===== src/rtl/core_bus_arbiter.sv =====
// Multi-port bus arbiter: grants one requester at a time onto a single memory
// port, with round-robin or fixed priority selection and a per-access timeout.
//
// state | meaning
// IDLE  | waiting for any request; grant chosen and command latched on exit
// BUSY  | memory request outstanding; timeout counter running
// RESP  | one-cycle o_ack to the granted port (with o_err on timeout)
module core_bus_arbiter #(
  parameter int AW      = 32,
  parameter int DW      = 32,
  parameter int NPORTS  = 3,
  parameter int RR      = 1,
  parameter int TIMEOUT = 255
) (
  input  logic                   i_clk,
  input  logic                   i_rst,
  input  logic                   i_clk_en,
  input  logic [NPORTS-1:0]      i_req,
  input  logic [NPORTS-1:0]      i_we,
  input  logic [NPORTS*AW-1:0]   i_addr,
  input  logic [NPORTS*DW-1:0]   i_wdata,
  input  logic [NPORTS*DW/8-1:0] i_be,
  output logic [NPORTS-1:0]      o_ack,
  output logic                   o_err,
  output logic [DW-1:0]          o_rdata,
  output logic                   o_stall,
  output logic                   o_mem_req,
  output logic                   o_mem_we,
  output logic [AW-1:0]          o_mem_addr,
  output logic [DW-1:0]          o_mem_wdata,
  output logic [DW/8-1:0]        o_mem_be,
  input  logic [DW-1:0]          i_mem_rdata,
  input  logic                   i_mem_ack
);

  localparam int BW = DW / 8;
  localparam int PW = $clog2(NPORTS);
  localparam logic [15:0] TO_LAST = 16'(TIMEOUT - 1);

  typedef enum logic [1:0] {IDLE, BUSY, RESP} state_t;

  state_t        state;
  logic [PW-1:0] ptr;
  logic [PW-1:0] grant;
  logic [PW-1:0] pick;
  logic [PW-1:0] base;
  logic [15:0]   cnt;
  logic          found;
  int            idx;

  // Search upward from base with wrap; base is pinned to 0 for fixed priority.
  always_comb begin
    base  = (RR != 0) ? ptr : '0;
    pick  = '0;
    found = 1'b0;
    idx   = 0;
    for (int i = 0; i < NPORTS; i++) begin
      idx = int'(base) + i;
      if (idx >= NPORTS) idx = idx - NPORTS;
      if (!found && i_req[PW'(idx)]) begin
        found = 1'b1;
        pick  = PW'(idx);
      end
    end
  end

  assign o_stall = (state != IDLE);

  always_ff @(posedge i_clk) begin
    if (i_rst) begin
      state       <= IDLE;
      ptr         <= '0;
      grant       <= '0;
      cnt         <= '0;
      o_ack       <= '0;
      o_err       <= 1'b0;
      o_rdata     <= '0;
      o_mem_req   <= 1'b0;
      o_mem_we    <= 1'b0;
      o_mem_addr  <= '0;
      o_mem_wdata <= '0;
      o_mem_be    <= '0;
    end else if (i_clk_en) begin
      case (state)
        IDLE: begin
          if (found) begin
            grant       <= pick;
            ptr         <= (pick == PW'(NPORTS - 1)) ? '0 : pick + 1'b1;
            o_mem_req   <= 1'b1;
            o_mem_we    <= i_we[pick];
            o_mem_addr  <= i_addr[int'(pick)*AW +: AW];
            o_mem_wdata <= i_wdata[int'(pick)*DW +: DW];
            o_mem_be    <= i_be[int'(pick)*BW +: BW];
            cnt         <= '0;
            state       <= BUSY;
          end
        end
        BUSY: begin
          cnt <= cnt + 16'd1;
          // A memory ack in the final counted cycle takes precedence over the timeout.
          if (i_mem_ack) begin
            o_rdata   <= i_mem_rdata;
            o_mem_req <= 1'b0;
            o_ack     <= NPORTS'(1) << grant;
            state     <= RESP;
          end else if (cnt == TO_LAST) begin
            o_rdata   <= '0;
            o_mem_req <= 1'b0;
            o_err     <= 1'b1;
            o_ack     <= NPORTS'(1) << grant;
            state     <= RESP;
          end
        end
        RESP: begin
          o_ack <= '0;
          o_err <= 1'b0;
          state <= IDLE;
        end
        default: state <= IDLE;
      endcase
    end
  end

endmodule


===== config.mk =====
export PLATFORM = sky130hd
export DESIGN_NAME = core_bus_arbiter
export DESIGN_NICKNAME = d
export VERILOG_FILES = /design/src/rtl/core_bus_arbiter.sv
export SDC_FILE = /design/constraint.sdc
export NUM_CORES = 1
export LEC_CHECK = 0
export CORE_MARGIN = 8
export CORE_UTILIZATION = 40
export DETAILED_ROUTE_END_ITERATION = 16
export DONT_BUFFER_PORTS = 1
export PLACE_DENSITY = 0.56
export SETUP_SLACK_MARGIN = 0.1
export SLEW_MARGIN = 20
export SYNTH_ARGS = -nofsm -noshare
export SYNTH_HDL_FRONTEND = slang
export SYNTH_SLANG_ARGS = --single-unit

===== constraint.sdc =====
create_clock -name i_clk -period 2.5 [get_ports i_clk]
set_clock_uncertainty 0.15 [all_clocks]
set_input_delay 0.375 -clock i_clk [delete_from_list [all_inputs] [get_ports i_clk]]
set_output_delay 0.375 -clock i_clk [all_outputs]
set_load 0.01 [all_outputs]

==> reports/results.ini, run 1 <==
[run_status]
status = finished, violations left
violations = negative hold slack, negative setup slack

[global_route]
grt_max_degree = 48
grt.overflow.total = 0
grt_first_pass_wirelength_um = 39600
antenna_found_initial = 5
grt_pass1_vias = 6769
gr-usage-all-layers_pct = 25.5

[timing]
drv_slew = 0
hold_ws_ns = -0.00650
relSlewSlack_pct = 75.1
hold_violations = 3
worst_slack_ns = -0.0502
finalCritPeriodShare_pct = 102
setup_violations = 32
fin_tns_setup_ns = -0.578
tightest_slew_ns = 0.369
finalCriticalPeriod_ns = 2.55
rsz0062_at_grt = yes
fmax_ghz = 0.392

[cts]
cts.sinks = 128
numCtsBuffers = 17
cts_tree = built
clk_latency_ns = 0.42
cts_max_level = 4
path_clk_slew_ns = 0.06
root_buffer = clkbuf_16
clockBufferDepth = 2

[logic_synthesis]
syn-num-nets = 1026
ys_top_cells_by_area = dfxtp_1, and3_1, a211oi_1
synth-edff-count = 0
netlist.area_leader.share_pct = 40.2
synth.avg_cell_area_um2 = 8.27
synthCells = 770
synth_most_common_cell = dfxtp_1
synth_flop_cell = dfxtp_1
ys_ff_latch = 128
yosys.area.top_type = dfxtp_1
synth_common_cells = dfxtp_1, nand2_1, o21ai_0
async_flop_share_pct = 0
ys.warnings.count = 0
syn-cell-area_um2 = 6370
synthDistinctLibCells = 51
ys_seq_area_share_pct = 40.2

[pwr]
power_mw = 13.4
peakVddDrop_mv = 0.776
leakage_nw = 3.74
powerDensity_nw_per_um2 = 1350

[die]
die_area_um2 = 20200
io_pins = 353
rows = 46
die_y_um = 142
start_util_pct = 40.5
core_area_um2 = 15700
fp.dieW_um = 142

[drt]
first_pass_iters = 5
num_vias = 6800
drc = 0
finalWirelength_um = 28800
ant_nets = 0
avgRoutedWirePerCell_um = 25.5
via_per_inst = 6.02
drtIter0Drc = 456

[placed_design]
gp_congestion = 0.824
place.port_buffers = 0
placed_cell_area_um2 = 6760
dpl.hpwl_um = 17700

[critical_path]
cp_slowest_cell = a221o_4
crit_type = register to register
arrival_ns = 2.71
end_kind = register
crit_family = compound AO/OA/AOI/OAI gates
critPathLaunchType = register
cp.required_ns = 2.66
cp_max_fo = 10
path_common_cell = mux2_4
slowest_delay_ns = 0.39
critPathBufInv = 3
path_cells = inv_2 -> ha_4 -> mux2_4 -> mux2_4 -> a221o_4 -> buf_12 -> buf_16 -> and3_4 -> a211oi_2 -> o21ai_1

[flow_run]
max-cap-violations = 0

[cells_and_area]
fin_nets = 1152
drive_above_1_share_pct = 33.3
fin_area_um2 = 9920
final_core_util_pct = 63.2
syn2layout_area_growth_pct = 55.8

[worst_hold_path]
holdCritPathClass = input pin to register

==> placed cells by master, fill, tap and decap left out, drive strengths merged, types with 2 or more instances in the layout <==
master / synthesis / routed
o21ai: 146 / 146
dfxtp: 128 / 128
dlygate4sd3: 0 / 100
nand2: 82 / 82
and3: 71 / 71
a211oi: 70 / 70
buf: 23 / 67
nor2: 60 / 60
a22oi: 32 / 32
clkbuf: 47 / 26
inv: 12 / 15
ha: 10 / 10
a21oi: 8 / 8
xnor2: 7 / 7
nand4: 7 / 7
nand3b: 6 / 6
mux2i: 6 / 6
clkinv: 0 / 6
diode: 0 / 5
xor2: 5 / 5
bufinv: 0 / 5
nand3: 5 / 5
and2: 4 / 4
o211ai: 3 / 3
nor3: 3 / 3
nand2b: 3 / 3
mux2: 3 / 3
nor2b: 3 / 3
or4b: 2 / 2
o22ai: 2 / 2
o311ai: 2 / 2
or2: 1 / 2
o31ai: 2 / 2
or3: 2 / 2
nor4: 2 / 2
==> final timing paths <==
path / cells after the start / slack (ns) / to / startpoint
worst max register to register: 10 / -0.05 / o_mem_addr[0] / base[1]
worst min-delay path: 2 / -0.006 / o_mem_wdata[27] / i_wdata[91]
worst min register to register: 2 / 0.35 / o_mem_wdata[24] / o_mem_wdata[24]
worst max-delay path: 10 / -0.05 / o_mem_addr[0] / base[1]
==> sequential cells by signal (all words and copies together) (netlist names) <==
register / count
base: 2
cnt: 16
grant: 2
o_ack: 3
o_err: 1
o_mem_addr: 32
o_mem_be: 4
o_mem_req: 1
o_mem_wdata: 32
o_mem_we: 1
o_rdata: 32
state: 2
==> through the flow <==
step                std cells  hold WS, ns  worst slack (ns)
floorplan                 770        0.303           -0.0380
global placement          951        0.304         -0.000497
detailed placement        951        0.307           -0.0893
CTS                      1095     0.000105           0.00353
global route             1129     0.000481            -0.118
finish                   1130     -0.00650           -0.0502
==> report_power, final <==
group          total [mW]  internal (mW)  switching [mW]
logic                7.19           3.40            3.79
clock network        2.78           1.78           0.992
registers            3.46           2.60           0.861
==> per-layer routing <==
layer  up-vias  global-route usage, %  wire length, µm
met3        88                   9.66             3020
met1      3213                   26.9            10100
met4         2                   15.4             1280
li1       3077                      -                -
met2       420                   42.5            14400
met5         -                      0               11
==> cells by family after synthesis <==
family | after synthesis | share of synthesized area (%)
multiplexers | 9 | 1.53
flip-flops | 128 | 40.2
AND/OR/NAND/NOR | 253 | 19.8
AO/OA/AOI/OAI | 276 | 28.5
adder cells (fa/ha/maj) | 10 | 1.96
XOR/XNOR | 12 | 1.65
buffers and inverters | 82 | 6.34
==> repair_timing <==
item	in CTS	in global routing
gates resized for setup	106	130
gates cloned	9	10
setup buffers	10	14
hold buffers	93	8
setup endpoints to repair	87	92
pin swaps	42	41
endpoints found under the hold margin	99	7
==> final cells by class <==
type                    instances  area (µm²)
clock inverters                15         233
diodes                          5        12.5
multi-input cells             561        4220
flip-flops and latches        128        2570
inverters                      12        45.0
clock buffers                  17         425
repair buffers                176        2150
well taps                     216         270
fillers                      1241        5790
Note: power is estimated with default switching activity, not from simulation.
==> inputs of run 2 (changes only) <==
- ABC_AREA: unset -> 1
- ABC_CLOCK_PERIOD_IN_PS: unset -> 2500
- PLACE_DENSITY: 0.56 -> 0.65
==> reports/results.ini, run 2 <==
[run_status]
status = finished clean

[global_route]
grt.overflow.total = 0
grt_first_pass_wirelength_um = 42000
antenna_found_initial = 2
gr-usage-all-layers_pct = 22.3
grt_pass1_vias = 7661
grt_max_degree = 71

[worst_hold_path]
holdCritPathClass = input pin to register
whs_path_depth = 2

[drt]
drtIter0Drc = 586
ant_nets = 0
drc = 0
finalWirelength_um = 27800
avgRoutedWirePerCell_um = 19.6
first_pass_iters = 6
via_per_inst = 5.57
num_vias = 7877

[critical_path]
cp.required_ns = 2.67
critPathLaunchType = register
arrival_ns = 2.44
crit_type = register to register
reg2reg_depth = 12
cp_max_fo = 53
end_kind = register

[logic_synthesis]
synth-edff-count = 0
synth.avg_cell_area_um2 = 6.59
yosys.area.top_type = dfxtp_1
netlist.area_leader.share_pct = 34.6
ys_seq_area_share_pct = 34.6
synth_common_cells = a21oi_1, nand3_1, inv_1
synth_flop_cell = dfxtp_1
syn-num-nets = 1379
synth_most_common_cell = a21oi_1
synthCells = 1123
ys_ff_latch = 128
ys_top_cells_by_area = dfxtp_1, a21oi_1, nand3_1
ys.warnings.count = 0
syn-cell-area_um2 = 7400
synthDistinctLibCells = 28
async_flop_share_pct = 0

[timing]
fin_tns_setup_ns = 0
finalCriticalPeriod_ns = 2.27
fmax_ghz = 0.440
setup_violations = 0
relSlewSlack_pct = 62.3
finalCritPeriodShare_pct = 90.9
hold_ws_ns = 0.0167
worst_slack_ns = 0.228
hold_violations = 0
tightest_slew_ns = 0.565
drv_slew = 0
rsz0062_at_grt = no

[die]
die_area_um2 = 23100
die_y_um = 152
rows = 49
start_util_pct = 40.9
fp.dieW_um = 152
io_pins = 353
core_area_um2 = 18100

[cells_and_area]
layout_commonest_cell = a21oi_1
fin_area_um2 = 9160
syn2layout_area_growth_pct = 23.8
final_core_util_pct = 50.6
drive_above_1_share_pct = 9.71
mostFrequentLayoutCells = a21oi_1, nand3_1, inv_1
instances_no_fill = 1415
fin_nets = 1427
reg.largest.list = o_mem_addr x32, o_mem_wdata x32, o_rdata x32

[cts]
cts.sinks = 128
clk_latency_ns = 0.42
cts_tree = built
numCtsBuffers = 17
cts_max_level = 4
clockBufferDepth = 2
path_clk_slew_ns = 0.07
root_buffer = clkbuf_16

[pwr]
leakage_nw = 4.14
p_comb_share_pct = 45.3
power.internal_mw = 5.84
powerDensity_nw_per_um2 = 1170
power_frac_clock_pct = 23.2
power_switching_mw = 4.90
power_mw = 10.7
switching_share_pct = 45.6
p_seq_share_pct = 31.5
peakVddDrop_mv = 0.693

[placed_design]
gp_congestion = 0.859
placed_cell_area_um2 = 7590
dpl.hpwl_um = 18700
place_inst = 1294
place_ws_ns = 0.106
place.port_buffers = 0

[flow_run]
max-cap-violations = 0

[run 2: repair_timing]
action,4_1_cts,5_1_grt
pin swaps,0,1
endpoints found under the setup margin,5,78
buffers inserted,0,1
hold endpoints to repair,99,0
hold buffers,83,0
cloned,1,2
resized for setup,2,13
[run 2: cell type report]
cell class	instances	area (µm²)
Tap cell	229	287
Timing Repair Buffer	109	1230
Multi-Input combinational cell	738	3810
Clock buffer	17	425
Sequential cell	128	2560
Fill cell	1715	8930
Antenna cell	2	5.00
Inverter	177	669
Clock inverter	15	164
[run 2: path summary, 6_finish.rpt]
kind | startpoint | end | slack (ns)
worst max-delay path | base[0] | o_mem_be[3] | 0.23
worst min-delay path | i_addr[86] | o_mem_addr[22] | 0.02
worst max register to register | base[0] | o_mem_be[3] | 0.23
worst min register to register | cnt[7] | cnt[7] | 0.33
[run 2: power by group through the flow]
stage / clock network (mW) / logic (mW) / registers (mW)
2_1_floorplan: 0 / 3.30 / 3.13
3_3_place_gp: 0 / 4.22 / 3.42
3_5_place_dp: 0 / 4.26 / 3.42
4_1_cts: 2.56 / 4.54 / 3.38
5_1_grt: 2.64 / 5.33 / 3.42
6_report: 2.49 / 4.86 / 3.38
[run 2: logic make-up (layout without fill, tap and decap cells)]
family / count (synthesis) / in the layout / share of synthesized area, %
DFF: 128 / 128 / 34.6
xor gates and xnor gates: 10 / 10 / 1.18
other: 0 / 2 / 0
adders and majority gates: 10 / 10 / 1.69
and+or+nand+nor: 413 / 413 / 26.8
buffers and inverters: 257 / 318 / 14.4
AOI/OAI and AO/OA: 305 / 305 / 21.3
[run 2: critical path, cell delays in order (launching register included)]
cell     delay, ns
dfxtp_1       0.37
inv_1         0.11
ha_4          0.28
inv_2         0.08
nand2_1       0.06
nand3_1       0.08
nand2_2       0.06
buf_4         0.15
nand4_4       0.13
buf_12        0.27
nand3_1       0.19
nand3_1       0.13
a21oi_1       0.07
[run 2: per-layer routing]
layer	up-vias	GRT usage [%]	wire length, µm
met1	3559	25.7	11100
li1	3781	-	-
met3	84	6.15	2200
met5	-	0	0
met4	0	12.1	1350
met2	453	37.0	13200
==> inputs of run 3 (changes only) <==
- CORE_UTILIZATION: 40 -> 45
- PLACE_DENSITY: 0.65 -> 0.71
- SLEW_MARGIN: 20 -> unset
==> reports/results.ini, run 3 (synthesis gave the netlist of run 2 again) <==
[cts]
root_buffer = clkbuf_16
clockBufferDepth = 2
cts_max_level = 4
clk_latency_ns = 0.41
cts_tree = built
cts.sinks = 128
path_clk_slew_ns = 0.07
numCtsBuffers = 17

[die]
start_util_pct = 45.3
core_area_um2 = 16300
fp.dieW_um = 144
io_pins = 353
die_area_um2 = 20800
rows = 47
die_y_um = 144

[drt]
finalWirelength_um = 26800
drtIter0Drc = 491
num_vias = 7857
first_pass_iters = 5
via_per_inst = 5.65
avgRoutedWirePerCell_um = 19.3
ant_nets = 0
drc = 0

[timing]
finalCriticalPeriod_ns = 2.33
tightest_slew_ns = 0.977
setup_violations = 0
drv_slew = 0
hold_violations = 0
rsz0062_at_grt = yes
finalCritPeriodShare_pct = 93.3
fmax_ghz = 0.429
fin_tns_setup_ns = 0
relSlewSlack_pct = 34.7

[placed_design]
dpl.hpwl_um = 18700
gp_congestion = 0.907
placed_cell_area_um2 = 7570
place.port_buffers = 0
place_inst = 1286

[critical_path]
cp.required_ns = 2.69
end_kind = register
crit_type = register to register
arrival_ns = 2.53
cp_max_fo = 9
critPathLaunchType = register

[global_route]
grt_pass1_vias = 7511
grt.overflow.total = 0
grt_first_pass_wirelength_um = 40500
antenna_found_initial = 0
grt_max_degree = 52
gr-usage-all-layers_pct = 24.6

[run_status]
status = finished clean

[pwr]
leakage_nw = 4.08
powerDensity_nw_per_um2 = 1140
peakVddDrop_mv = 0.670

[cells_and_area]
fin_area_um2 = 8990
fillers = 1581
fin_nets = 1413
mostFrequentLayoutCells = a21oi_1, nand3_1, inv_1
drive_above_1_share_pct = 10.3
reg.largest.list = o_mem_addr x32, o_mem_wdata x32, o_rdata x32
diodes = 0
instances_no_fill = 1390
final_core_util_pct = 55.0
layout_commonest_cell = a21oi_1
syn2layout_area_growth_pct = 21.5

[worst_hold_path]
holdCritPathClass = input pin to register

[flow_run]
max-cap-violations = 0

-- run 3: cell types whose count changed in the layout (fill, tap and decap cells not counted), sizes merged --
cell and change:
buf +2, bufbuf -1, bufinv -1, clkinv -1
clkinvlp +1, diode -2, dlygate4sd3 -15, inv +1
-- run 3: cell type report --
class	instances	area, µm²	area share, %
Multi-Input combinational cell	738	3830	42.6
Timing Repair Buffer	95	1090	12.1
Sequential cell	128	2560	28.5
Tap cell	220	275	3.06
Clock inverter	15	140	1.56
Clock buffer	17	425	4.73
Inverter	177	664	7.39
-- run 3: layer usage --
metal  vias up  GRT usage [%]  part of all wire (%)  wire [µm]
li1       3750              -                     -          -
met1      3589           28.2                    38      10100
met2       447           41.0                    49      13000
met3        71           7.36                   9.3       2500
met4         0           12.1                   4.5       1200
met5         -              0                     0          0
-- run 3: where the power goes --
part	leakage, nW	internal (mW)	switching [mW]
Combinational	2.76	1.61	2.90
Sequential	1.05	2.60	0.758
Clock	0.270	1.32	1.06
Total	4.08	5.53	4.71
-- run 3: worst paths after layout --
path / start / slack, ns / cells after the start / endpoint
setup reg to reg: cnt[5] / 0.17 / 10 / o_rdata[2]
setup / recovery: cnt[5] / 0.17 / 10 / o_rdata[2]
hold reg to reg: cnt[15] / 0.34 / 2 / cnt[15]
hold / removal: i_addr[74] / 0.02 / 2 / o_mem_addr[10]
-- run 3: worst max-delay path, stage by stage (launching register included) --
cell	delay, ns
dfxtp_1	0.39
nand2_1	0.11
nor2_2	0.15
inv_1	0.06
nor2_2	0.15
a21oi_4	0.10
nor2_4	0.16
buf_12	0.14
nand3_1	0.11
a21oi_2	0.15
dlygate4sd3_1	0.59
-- run 3: stage by stage --
step	hold WS (ns)	setup slack (ns)	total power, mW
2_1_floorplan	0.307	0.411	6.44
3_3_place_gp	0.302	0.244	7.61
3_5_place_dp	0.303	0.176	7.66
4_1_cts	0.0000626	0.119	10.2
5_1_grt	0.00760	0.0515	10.9
6_report	0.0184	0.167	10.2
-- run 3: timing repair --
action | CTS | global route
hold buffers | 67 | 0
endpoints found under the hold margin | 78 | 0
setup buffers | 0 | 3
gates resized for setup | 0 | 23
endpoints found under the setup margin | 0 | 89
